**src/rtl/voice_allocator.sv**
```systemverilog
// voice_allocator: assigns note-on/off events to a bank of soundproc voices.
// Free voices are taken directly; retrigger, releasing-reuse and steal go
// through a short gate-low gap so the envelope always sees a clean rising edge.

// Per-voice state: FREE/ACTIVE/RELEASING, gate, note, release counter, LRU rank.
module voice_slot #(
  parameter int FREQ_BITS     = 4,
  parameter int RANK_W        = 2,
  parameter int CNT_W         = 12,
  parameter int RELEASE_TICKS = 2205,
  parameter int RESET_RANK    = 0
) (
  input  logic                 clk,
  input  logic                 rst,
  input  logic                 tick,
  input  logic                 freeze,
  input  logic                 load_on,
  input  logic                 load_gap,
  input  logic                 fire,
  input  logic                 rel,
  input  logic [FREQ_BITS-1:0] new_note,
  input  logic                 rank_upd,
  input  logic [RANK_W-1:0]    rank_old,
  output logic                 is_free,
  output logic                 is_active,
  output logic                 is_rel,
  output logic                 gate,
  output logic                 gate_nxt,
  output logic [FREQ_BITS-1:0] note,
  output logic [CNT_W-1:0]     cnt,
  output logic [RANK_W-1:0]    rank
);
  localparam logic [1:0] V_FREE = 2'd0;
  localparam logic [1:0] V_ACT  = 2'd1;
  localparam logic [1:0] V_REL  = 2'd2;

  logic [1:0]           st, st_n;
  logic                 gate_n;
  logic [FREQ_BITS-1:0] note_n;
  logic [CNT_W-1:0]     cnt_n;
  logic [RANK_W-1:0]    rank_n;

  assign is_free   = (st == V_FREE);
  assign is_active = (st == V_ACT);
  assign is_rel    = (st == V_REL);
  assign gate_nxt  = gate_n;

  // Next-state: release countdown first, then controller actions override it,
  // so an assignment landing on an expiring voice wins.
  always_comb begin
    st_n   = st;
    gate_n = gate;
    note_n = note;
    cnt_n  = cnt;
    rank_n = rank;
    if (tick && !freeze && st == V_REL) begin
      if (cnt <= CNT_W'(1)) begin
        cnt_n = '0;
        st_n  = V_FREE;
      end else begin
        cnt_n = cnt - CNT_W'(1);
      end
    end
    if (rel) begin
      st_n   = V_REL;
      gate_n = 1'b0;
      cnt_n  = CNT_W'(RELEASE_TICKS);
    end
    if (load_on) begin
      st_n   = V_ACT;
      gate_n = 1'b1;
      note_n = new_note;
    end
    // Gap target keeps its old state (counter frozen) until the gap fires.
    if (load_gap) begin
      gate_n = 1'b0;
      note_n = new_note;
    end
    if (fire) begin
      st_n   = V_ACT;
      gate_n = 1'b1;
    end
    if (rank_upd) begin
      if (load_on || load_gap) rank_n = '0;
      else if (rank < rank_old) rank_n = rank + RANK_W'(1);
    end
  end

  // Voice registers.
  always_ff @(posedge clk or posedge rst) begin
    if (rst) begin
      st   <= V_FREE;
      gate <= 1'b0;
      note <= '0;
      cnt  <= '0;
      rank <= RANK_W'(RESET_RANK);
    end else begin
      st   <= st_n;
      gate <= gate_n;
      note <= note_n;
      cnt  <= cnt_n;
      rank <= rank_n;
    end
  end
endmodule

module voice_allocator #(
  parameter int NUM_VOICES    = 4,
  parameter int FREQ_BITS     = 4,
  parameter int RELEASE_TICKS = 2205,
  parameter int GAP_TICKS     = 2
) (
  input  logic                            clk,
  input  logic                            rst,
  input  logic                            sample_tick,
  input  logic                            evt_valid,
  output logic                            evt_ready,
  input  logic                            evt_on,
  input  logic [FREQ_BITS-1:0]            evt_note,
  output logic [NUM_VOICES-1:0]           voice_gate,
  output logic [NUM_VOICES*FREQ_BITS-1:0] voice_note,
  output logic [$clog2(NUM_VOICES+1)-1:0] active_count,
  output logic                            evt_drop
);
  localparam int IDX_W = $clog2(NUM_VOICES);
  localparam int CNT_W = $clog2(RELEASE_TICKS+1);
  localparam int AC_W  = $clog2(NUM_VOICES+1);
  localparam int GT_W  = $clog2(GAP_TICKS+1);

  localparam logic [1:0] S_IDLE   = 2'd0;
  localparam logic [1:0] S_LOOKUP = 2'd1;
  localparam logic [1:0] S_GAP    = 2'd2;

  logic [1:0]           fsm;
  logic                 lat_on;
  logic [FREQ_BITS-1:0] lat_note;
  logic [IDX_W-1:0]     gap_idx;
  logic [GT_W-1:0]      gap_cnt;

  logic [NUM_VOICES-1:0]                is_free, is_active, is_rel, gate_nxt;
  logic [NUM_VOICES-1:0][FREQ_BITS-1:0] note_arr;
  logic [NUM_VOICES-1:0][CNT_W-1:0]     cnt_arr;
  logic [NUM_VOICES-1:0][IDX_W-1:0]     rank_arr;

  logic             match_hit, free_hit, rel_hit, old_hit;
  logic [IDX_W-1:0] match_idx, free_idx, rel_idx, old_idx;
  logic [CNT_W-1:0] best_cnt;
  logic [IDX_W-1:0] best_rank;

  logic             do_direct, do_gap, do_rel, do_drop, assign_now, fire_now;
  logic [IDX_W-1:0] tgt;
  logic [AC_W-1:0]  pop;

  assign evt_ready  = (fsm == S_IDLE);
  assign voice_note = note_arr;
  assign fire_now   = (fsm == S_GAP) && sample_tick && (gap_cnt == GT_W'(GAP_TICKS-1));
  assign assign_now = do_direct || do_gap;

  // Candidate search over registered voice state, lowest index first.
  always_comb begin
    match_hit = 1'b0; match_idx = '0;
    free_hit  = 1'b0; free_idx  = '0;
    rel_hit   = 1'b0; rel_idx   = '0; best_cnt  = '0;
    old_hit   = 1'b0; old_idx   = '0; best_rank = '0;
    for (int i = 0; i < NUM_VOICES; i++) begin
      if (!match_hit && is_active[i] && note_arr[i] == lat_note) begin
        match_hit = 1'b1; match_idx = IDX_W'(i);
      end
      if (!free_hit && is_free[i]) begin
        free_hit = 1'b1; free_idx = IDX_W'(i);
      end
      if (is_rel[i] && (!rel_hit || cnt_arr[i] < best_cnt)) begin
        rel_hit = 1'b1; rel_idx = IDX_W'(i); best_cnt = cnt_arr[i];
      end
      if (is_active[i] && (!old_hit || rank_arr[i] > best_rank)) begin
        old_hit = 1'b1; old_idx = IDX_W'(i); best_rank = rank_arr[i];
      end
    end
  end

  // LOOKUP decision: note-off release/drop, or note-on priority chain.
  always_comb begin
    do_direct = 1'b0;
    do_gap    = 1'b0;
    do_rel    = 1'b0;
    do_drop   = 1'b0;
    tgt       = '0;
    if (fsm == S_LOOKUP) begin
      if (!lat_on) begin
        if (match_hit) begin do_rel = 1'b1; tgt = match_idx; end
        else do_drop = 1'b1;
      end else if (match_hit) begin
        do_gap = 1'b1; tgt = match_idx;
      end else if (free_hit) begin
        do_direct = 1'b1; tgt = free_idx;
      end else if (rel_hit) begin
        do_gap = 1'b1; tgt = rel_idx;
      end else begin
        do_gap = 1'b1; tgt = old_idx;
      end
    end
  end

  // Gate population of the next cycle, so the count lands with the gates.
  always_comb begin
    pop = '0;
    for (int i = 0; i < NUM_VOICES; i++) pop = pop + AC_W'(gate_nxt[i]);
  end

  for (genvar g = 0; g < NUM_VOICES; g++) begin : g_voice
    logic hit_tgt, hit_gap;
    assign hit_tgt = (tgt == IDX_W'(g));
    assign hit_gap = (gap_idx == IDX_W'(g));
    voice_slot #(
      .FREQ_BITS    (FREQ_BITS),
      .RANK_W       (IDX_W),
      .CNT_W        (CNT_W),
      .RELEASE_TICKS(RELEASE_TICKS),
      .RESET_RANK   (g)
    ) u_slot (
      .clk      (clk),
      .rst      (rst),
      .tick     (sample_tick),
      .freeze   ((assign_now && hit_tgt) || (fsm == S_GAP && hit_gap)),
      .load_on  (do_direct && hit_tgt),
      .load_gap (do_gap && hit_tgt),
      .fire     (fire_now && hit_gap),
      .rel      (do_rel && hit_tgt),
      .new_note (lat_note),
      .rank_upd (assign_now),
      .rank_old (rank_arr[tgt]),
      .is_free  (is_free[g]),
      .is_active(is_active[g]),
      .is_rel   (is_rel[g]),
      .gate     (voice_gate[g]),
      .gate_nxt (gate_nxt[g]),
      .note     (note_arr[g]),
      .cnt      (cnt_arr[g]),
      .rank     (rank_arr[g])
    );
  end

  // Controller FSM: latch event, decide, optionally wait out the gate gap.
  always_ff @(posedge clk or posedge rst) begin
    if (rst) begin
      fsm      <= S_IDLE;
      lat_on   <= 1'b0;
      lat_note <= '0;
      gap_idx  <= '0;
      gap_cnt  <= '0;
    end else begin
      case (fsm)
        S_IDLE: if (evt_valid) begin
          lat_on   <= evt_on;
          lat_note <= evt_note;
          fsm      <= S_LOOKUP;
        end
        S_LOOKUP: if (do_gap) begin
          fsm     <= S_GAP;
          gap_idx <= tgt;
          gap_cnt <= '0;
        end else begin
          fsm <= S_IDLE;
        end
        S_GAP: if (sample_tick) begin
          if (fire_now) fsm <= S_IDLE;
          else gap_cnt <= gap_cnt + GT_W'(1);
        end
        default: fsm <= S_IDLE;
      endcase
    end
  end

  // Registered status outputs.
  always_ff @(posedge clk or posedge rst) begin
    if (rst) begin
      evt_drop     <= 1'b0;
      active_count <= '0;
    end else begin
      evt_drop     <= do_drop;
      active_count <= pop;
    end
  end
endmodule

```
**config.mk**
```make
export PLATFORM = sky130hd
export DESIGN_NAME = voice_allocator
export DESIGN_NICKNAME = d
export VERILOG_FILES = /design/src/rtl/voice_allocator.sv
export SDC_FILE = /design/constraint.sdc
export NUM_CORES = 1
export LEC_CHECK = 0
export ABC_CLOCK_PERIOD_IN_PS = 7180
export CAP_MARGIN = 20
export CORE_ASPECT_RATIO = 1.4
export CORE_UTILIZATION = 56
export CTS_BUF_LIST = sky130_fd_sc_hd__clkbuf_16
export DETAILED_ROUTE_END_ITERATION = 8
export PLACE_DENSITY_LB_ADDON = 0.1
export SLEW_MARGIN = 0
export SYNTH_ARGS = -nofsm -noshare
export SYNTH_HDL_FRONTEND = slang
export SYNTH_SLANG_ARGS = --single-unit
```
**constraint.sdc**
```tcl
create_clock -name clk -period 7.18 [get_ports clk]
set_input_delay 1.436 -clock clk [delete_from_list [all_inputs] [get_ports clk]]
set_output_delay 1.436 -clock clk [all_outputs]
set_load 0.02 [all_outputs]
```
Yosys cells after proc, flatten, opt, wreduce, memory -nomap -nowiden
Index checks and enable logic that the tools add are counted.

word-level totals
  word-level logic and storage cells = 329
  input port bits = 9
  bits in registers = 99
  output and inout bits = 25

cells by class
  $add $sub $neg = 12
  equality and inequality tests = 26
  reduce and logical (&&, ||, !) cells = 121
  muxes and demuxes = 128
  $lt $le $gt $ge = 15

operators by type and width
  kind                   count
  $mux 12                15
  $mux 2                 53
  $logic_and 1x1->1      50
  $mux 1                 49
  $le 12x1->1 const B    4
  $sub 12x1->12 const B  4
  $lt 12x12->1           3
  $mux 4                 8
  $reduce_bool 4->1      8
  $reduce_bool 2->1      13
  $reduce_and 2->1       10
  $eq 2x2->1 const B     9
  $eq 2x1->1 const B     8
  $eq 4x4->1             4
  $logic_not 1->1        16
  $logic_or 1x1->1       15
  $logic_not 2->1        7
  $add 2x1->2 const B    5
  $ne 2x2->1 const B     5
  $lt 2x2->1             4
  $gt 2x2->1             3
  $pmux 2 s3             1
  $bmux 2 s2             1
  $pmux 2 s2             1
  other kinds (6)        6

Depth between registers and ports, before layout
  depth in word-level cells = 29
  mapped depth = 38
  mapped depth without buffers = 33

By module
A second synthesis with hierarchy kept.

unflattened totals
  cells, all modules = 814
  area total of the unflattened synthesis = 7134.3 sq um

modules (own cells, without submodules)
  module                              cells an instance  seq. area each (sq um)  times used  area an instance (sq um)
  voice_allocator                     361                375.4                   1           2725.1
  voice_slot (g_voice[1].u_slot ...)  113                526.8                   2           1102.3
  voice_slot (g_voice[3].u_slot)      114                528.0                   1           1103.6
  voice_slot (g_voice[0].u_slot)      113                525.5                   1           1101.1

Worst setup path before layout
No wires, ideal clock.

  path kind = register to register
  from = register g_voice[0].u_slot.st[0]
  to = register active_count[1]
  stages on the path, launching flop included = 36
  required time = 7054 ps
  period minus slack after synthesis = 7813 ps
  arrival = 7687 ps
  setup slack = -633 ps
  cells stage by stage = dfrtp_1 -> buf_4 -> and2b_4 -> clkbuf_1 -> nand2_1 -> ha_1 -> a41o_1 -> a21oi_1 -> o21bai_1 -> o21ai_1 -> clkbuf_1 -> a21oi_1 -> ha_1 -> nand4_1 -> nor2_1 -> o2111ai_1 -> or2_2 -> o31ai_2 -> clkbuf_1 -> nand2_1 -> o21ai_0 -> ha_1 -> a21o_1 -> a21o_1 -> a2111oi_0 -> o32a_1 -> o21ai_0 -> o211a_2 -> nor2_4 -> buf_2 -> nor2_1 -> a21o_1 -> a31o_2 -> fa_1 -> ha_1 -> ha_1

between the ends
  word-level cells in the longest chain between the ends = 28

RTL lines
  item                                      RTL line  text
  start, declared                           37        logic [1:0] st, st_n;
  start signal, assigned                    98        st <= st_n;
  $eq 2x2->1 or $eq 2x1->1 (tied branches)  45, 44
  $mux 12 (tied with other cells)           172       if (is_rel[i] && (!rel_hit || cnt_arr[i] < best_cnt)) begin
  $lt 12x12->1 (tied with other cells)      172
  $logic_or 1x1->1 (on tied branches)       172, 175
  $logic_and 1x1->1 (on tied branches)      172, 175
  $mux 12 (tied with other cells)           172
  $lt 12x12->1 (tied with other cells)      172
  $logic_or 1x1->1 (on tied branches)       172, 175
  [14 not listed]                           n/a
  $mux 1                                    69        if (load_on) begin
  $mux 1 (*)                                75        if (load_gap) begin
  $mux 1 (*)                                79        if (fire) begin
  via g_voice[0].u_slot.gate_nxt            28        output logic gate_nxt,
  $add 1x1->2 (*)                           207       for (int i = 0; i < NUM_VOICES; i++) pop = pop + AC_W'(gate_nxt[i]);
  $add 2x1->3 (*)                           207
  $add 3x1->3 (*)                           207
  via pop[1]                                152       logic [AC_W-1:0] pop;
  end signal, assigned                      281       active_count <= pop;
  end, declared                             122       output logic [$clog2(NUM_VOICES+1)-1:0] active_count,

The timed path passes the listed nets; every way through them passes the cells marked *.
A chain may end at the register's enable or synchronous reset.

Worst setup path in the final report
  from = register g_voice[0].u_slot.st[0]
  to = register active_count[1]

between the ends
  word-level cells in the longest chain between the ends = 28

RTL lines
  item                                      RTL line
  $eq 2x2->1 or $eq 2x1->1 (tied branches)  45, 44
  $mux 12 (tied with other cells)           172
  $lt 12x12->1 (tied with other cells)      172
  $logic_or 1x1->1 (on tied branches)       172, 175
  $logic_and 1x1->1 (on tied branches)      172, 175
  $mux 12 (tied with other cells)           172
  $lt 12x12->1 (tied with other cells)      172
  $logic_or 1x1->1 (on tied branches)       172, 175
  [14 not listed]                           n/a
  $mux 1                                    69
  $mux 1 (*)                                75
  $mux 1 (*)                                79
  via g_voice[1].u_slot.gate_nxt            28
  $add 1x1->2 (*)                           207
  $add 2x1->3 (*)                           207
  $add 3x1->3 (*)                           207
  via pop[1]                                152

Marks and branches as above.

==> flow_summary.json <==
{
  "yosysWarnings": 0,
  "drive_above_1_share": 0.286,
  "remaining_drc_errors": 0,
  "finalClockSkew_ps": 10.2,
  "grt-ovfl-total": 0,
  "port_buffers": 33,
  "place.gp.congestion": 0.979,
  "r2r_setup_slack_ps": -110,
  "slowest_delay_ps": 580,
  "fillers": 900,
  "max-slew-margin-rel": 0.513,
  "grt_pass1_wl_mm": 33.4,
  "synth-edff-count": 0,
  "synth_area_leaders": "dfrtp_1 (34%), ha_1 (9.6%), o21ai_0 (4.7%), nand2_1 (3.9%), mux2_2 (3.7%)",
  "drt_iter0_markers": 446,
  "cts_hold_buf": 0,
  "ys_ff_latch": 99,
  "drtAntennaViolNets": 0,
  "dieHeight_um": 135,
  "detail_route.wl_per_cell_um": 21.2,
  "critPathRequiredTime_ps": 7430,
  "core_area_um2": 12300,
  "worst_setup_path_end_kind": "register",
  "yosys.area.top_type": "dfrtp_1",
  "synth_ff_type": "dfrtp_1",
  "max_freq_mhz": 137,
  "setup_tns_ps": -148,
  "crit_type": "reg -> reg",
  "cts.sinks": 99,
  "crit_family": "simple AND/OR/NAND/NOR gates",
  "tightest_slew_ps": 724,
  "status": "finished with violations",
  "worstRegToRegCells": 34,
  "path_buf_inv": 7,
  "synth.top_cells.by_count": "dfrtp_1 (95), nand2_1 (74), o21ai_0 (66)",
  "final_nets": 958,
  "worstHoldPathType": "reg -> reg",
  "antenna_found_initial": 0,
  "hold_start": "gap_cnt[1]",
  "stdcell_area_um2": 9140,
  "maxSlewViolCount": 0,
  "syn_inst": 793,
  "n_antenna_cell": 0,
  "synth_cell_types": 80,
  "dr_total_vias": 6908,
  "rows": 48,
  "hpwl_mm": 15.9,
  "postSynthAreaPerCell_um2": 8.89,
  "multi_input_area_um2": 4950,
  "grt_use_total": 0.324,
  "yosysMostFrequentCell": "dfrtp_1",
  "clkLatencyLatePin_ps": 360,
  "cts_max_level": 3,
  "r2r_start": "g_voice[0].u_slot.st[0]",
  "ctsLongestPathBuffers": 2,
  "setup_slack_ps": -109,
  "holdPathEnd": "gap_cnt[1]",
  "routed_via_density": 6.59,
  "clk_pin_slew_ps": 80,
  "fin_crit_sh": 1.02,
  "placed_cell_area_um2": 7890,
  "die-width_um": 96.8,
  "cap_violations": 0,
  "setup_viol": 2,
  "final-seq-area_um2": 2480,
  "p_leak_nw": 3.73,
  "syn_nets": 857,
  "crit_top_cell": "ha_4",
  "grt_pass1_vias": 6682,
  "dieArea_um2": 13000,
  "ys_seq_area_frac": 0.352,
  "numCtsBuffers": 9,
  "cts_tree": "done",
  "initial_core_util": 0.572,
  "min_period_ps": 7290,
  "grt_max_degree": 53,
  "critical_path_depth": 34,
  "arrival_ps": 7540,
  "final_util": 0.742,
  "vdd_drop_max_uv": 313,
  "async_reset_ff_frac": 1.00,
  "violations": "setup timing",
  "syn_to_final_growth_pct": 29.7,
  "root_buffer": "clkbuf_16",
  "critPathSlowestCell": "fa_1",
  "drt-total-wl_mm": 22.3,
  "hold_path_depth": 2,
  "r2r_end": "active_count[1]",
  "hold_violations": 0,
  "crit_fanout": 7,
  "drt-pass1-iter-count": 6,
  "syn_area_um2": 7050,
  "cp-start-kind": "register",
  "io_pins": 34,
  "rsz0062_at_grt": "yes",
  "power_density_nw_per_um2": 533,
  "synth_top_area_frac": 0.337
}
==> cells in the final DEF, fill, tap and decap left out, drive strengths merged, types with 4 or more instances in the layout <==
cell and instances:
dfrtp 95, buf 90, nand2 74, o21ai 71, nor2 61, ha 54, a21oi 40, inv 36
nand3 35, clkdlybuf4s50 33, nor3 31, mux2 24, o211ai 22, or3 16, nor2b 15, a21o 15
o31ai 13, o311ai 12, nand2b 11, nor4 10, or4 10, a31o 10, xnor2 9, clkbuf 9
and2 8, xor2 7, a31oi 7, a211oi 6, or2 6, o21a 5, nand4 5, o2111ai 4
o32ai 4, dfstp 4
==> metrics by stage <==
step | hold slack [ps] | power (mW) | setup WS, ps | instances
global route | 568 | 5.17 | -314 | 1049
floorplan | 464 | 2.64 | 8.44 | 793
global placement | 484 | 3.33 | -73.3 | 1000
CTS | 533 | 4.16 | 9.79 | 1026
detailed placement | 513 | 3.40 | -187 | 1000
finish | 534 | 4.87 | -109 | 1049
==> state kept, by name, summed over array words and instances (netlist names) <==
signal               count
lat_on                   1
g_voice.u_slot.cnt      48
active_count             3
g_voice.u_slot.note     16
fsm                      2
g_voice.u_slot.gate      4
gap_cnt                  2
lat_note                 4
g_voice.u_slot.rank      8
gap_idx                  2
g_voice.u_slot.st        8
evt_drop                 1
==> repair_timing <==
item | 4_1_cts | 5_1_grt
resized for setup | 15 | 129
pin swaps | 6 | 60
cloned | 3 | 1
buffers inserted | 7 | 23
setup endpoints to repair | 10 | 51
endpoints found under the hold margin | 0 | 0
==> how the worst max path moves through the flow <==
stage                                 start              end  slack [ps]
floorplan           g_voice[0].u_slot.st[0]  active_count[1]           8
global placement    g_voice[0].u_slot.st[0]  active_count[1]         -70
detailed placement  g_voice[0].u_slot.st[0]  active_count[1]        -190
CTS                 g_voice[0].u_slot.st[0]  active_count[1]          10
global route        g_voice[0].u_slot.st[0]  active_count[1]        -310
finish              g_voice[0].u_slot.st[0]  active_count[1]        -110
==> report_power, final <==
group	total, mW	switching [mW]	internal (mW)
Combinational	3.29	1.69	1.60
Clock	0.515	0.264	0.251
Sequential	1.07	0.321	0.745
Total	4.87	2.28	2.59
==> per-layer routing <==
layer | GRT usage | vias to the layer above | share of wire
met1 | 0.359 | 3377 | 0.37
met2 | 0.604 | 282 | 0.52
met5 | 0 | - | 0
met3 | 0.0409 | 81 | 0.053
li1 | - | 3168 | -
met4 | 0.171 | 0 | 0.057
==> worst min-delay path, cell delays in order, from the launching register on <==
cell,delay (ps)
dfrtp_1,350
nand3_1,70
o21ai_0,80
==> cells by family after synthesis <==
group                      Yosys count  synth area share
and+or+nand+nor                    291             0.209
xor gates and xnor gates            16            0.0199
buffers and inverters               66            0.0407
AOI/OAI and AO/OA                  240             0.238
DFF                                 99             0.352
muxes                               26            0.0412
adders and majority gates           55            0.0987
==> area by class of cell <==
| type | count | area share |
|---|---|---|
| inverters | 32 | 0.0134 |
| well taps | 150 | 0.0205 |
| clock buffers | 9 | 0.0246 |
| multi-input cells | 629 | 0.542 |
| flip-flops and latches | 99 | 0.272 |
| repair buffers | 123 | 0.118 |
| clock inverters | 7 | 0.00945 |
Power figures use the tool's default switching activity.
==> RTL edit: new RTL, same flow settings <==
`FREQ_BITS` is set to 4 in 2 places; all go to 6.
--- a/src/rtl/voice_allocator.sv
+++ b/src/rtl/voice_allocator.sv
@@ -6,3 +6,3 @@
 module voice_slot #(
-  parameter int FREQ_BITS     = 4,
+  parameter int FREQ_BITS     = 6,
   parameter int RANK_W        = 2,
@@ -108,3 +108,3 @@
   parameter int NUM_VOICES    = 4,
-  parameter int FREQ_BITS     = 4,
+  parameter int FREQ_BITS     = 6,
   parameter int RELEASE_TICKS = 2205,
Interface: changed (resized evt_note and voice_note); port bits go from 34 to 44. No check against the original RTL was run, so the function may have changed too.
==> RTL edit against the unedited design <==
The run still ends with negative setup slack left; count of clock-buffer cells in the layout is the same; worst setup slack got worse by 0.14 ns; sequential cell count up 10; critical path depth is 3 higher; cell area rose by 2.0%; wire length up 1.9%; critical endpoint is now g_voice[0].u_slot.rank[0]; highest routed layer unchanged; area after synthesis rose by 5.4%.
Power is not compared: it rests on default switching activity, and its combinational part moved more than twofold at a synthesized area within 25%.
==> RTL edit: results (changes against the unedited design) <==
Failing checks -> negative setup slack
Net count, final -> 977 (+2.0%)
Resized Gates After CTS -> 8 (-7)
Synth unique cells -> 70 (-13%)
Post-synthesis xor/xnor area fraction -> 2.83% (+0.84 points)
Vias per cell -> 6.57 (-0.31%)
Port buffer count -> 43 (+30%)
Reg2Reg Setup Slack -> -0.25 ns (-0.14 ns)
Syn nets -> 887 (+3.5%)
Largest net degree at the start of global routing -> 60 (+13%)
Top area cells in the synthesized netlist -> dfrtp_1 35%, ha_1 9.1%, mux2_2 5.0%
Status -> finished with violations
Worst Skew -> 0.00811 ns (-0.00206 ns)
Post-synthesis mux area share -> 5.54% (+1.4 points)
Share of cells above drive strength 1 -> 22.8% (-5.8 points)
Met3 Usage GRT -> 5.41% (+1.3 points)
Final hold slack -> 0.504 ns (-0.0303 ns)
Final setup fails -> 12 (+10)
Met2 Track Usage GR -> 58.7% (-1.7 points)
Critical path arrival -> 7.65 ns (+0.11 ns)
CP max stage delay -> 0.50 ns (-0.08 ns)
GP Congestion -> 0.936 (-4.4%)
Final worst slack -> -0.248 ns (-0.139 ns)
Gr usage total -> 32.0% (-0.48 points)
Tightest Pin Transition -> 0.960 ns (+0.235 ns)
Worst-path fanout max -> 6 (-1)
-- RTL edit: cell types whose count changed in the layout (fill, tap and decap cells not counted), moves of 9 or more --
cell | unedited run | this run
nand3_1 | 32 | 23
nor2_1 | 50 | 63
clkdlybuf4s50_1 | 33 | 43
mux2_2 | 23 | 33
dfrtp_1 | 95 | 105
buf_4 | 73 | 61
ha_4 | 18 | 9
-- RTL edit: routing by layer --
layer	wire, um	part of all wire [%]
met5	0	0
met4	1010	4.5
met3	970	4.3
met2	12200	54
met1	8520	38
-- RTL edit: per-stage QoR --
step           total power [W]  setup slack [ns]  std cells  TNS [ns]
3_3_place_gp           0.00197          -0.00761       1018  -0.00761
4_1_cts                0.00255           -0.0388       1036   -0.0528
5_1_grt                0.00280            -0.583       1069    -11.74
3_5_place_dp           0.00200            -0.281       1018     -1.47
2_1_floorplan          0.00162           0.00433        821         0
6_report               0.00265            -0.248       1069     -1.44
-- RTL edit: area by class of cell --
type / count / area [sq um]
Tap cell: 153 / 191
Clock inverter: 7 / 90.1
Clock buffer: 9 / 225
Multi-Input combinational cell: 651 / 4900
Fill cell: 970 / 3550
Timing Repair Buffer: 115 / 1080
Sequential cell: 109 / 2730
Inverter: 25 / 96.3
-- RTL edit: worst paths after layout --
| check | start | to | cells past startpoint |
|---|---|---|---|
| setup / recovery | g_voice[0].u_slot.st[0] | g_voice[0].u_slot.rank[0] | 37 |
| hold / removal | gap_idx[1] | gap_idx[1] | 1 |
| setup reg to reg | g_voice[0].u_slot.st[0] | g_voice[0].u_slot.rank[0] | 37 |
| hold reg to reg | gap_idx[1] | gap_idx[1] | 1 |
| max in group asynchronous | rst | g_voice[0].u_slot.st[1] | 3 |
| min in group asynchronous | rst | g_voice[0].u_slot.note[5] | 2 |
-- RTL edit: cells by family (layout without fill, tap and decap cells) --
| group | after synthesis | after routing |
|---|---|---|
| simple gates | 290 | 290 |
| compound gates | 244 | 245 |
| flops | 109 | 109 |
| buf+inv | 62 | 156 |
| fa+ha+maj | 55 | 55 |
| mux | 37 | 37 |
| xor+xnor | 24 | 24 |
-- RTL edit: worst max-delay path, delay by kind of cell (launching register included) --
kind,cells,cell delay (ns)
flip-flops,1,0.39
buffers and inverters,5,0.90
AO/OA/AOI/OAI,18,3.05
AND/OR/NAND/NOR,10,1.92
adder cells (fa/ha/maj),4,1.01
-- RTL edit: power groups by stage --
stage	logic, W	registers, W	clock network [W]
3_3_place_gp	0.00104	0.000932	0
2_1_floorplan	0.000710	0.000911	0
6_report	0.00119	0.000929	0.000532
5_1_grt	0.00129	0.000948	0.000564
3_5_place_dp	0.00107	0.000936	0
4_1_cts	0.00108	0.000927	0.000538
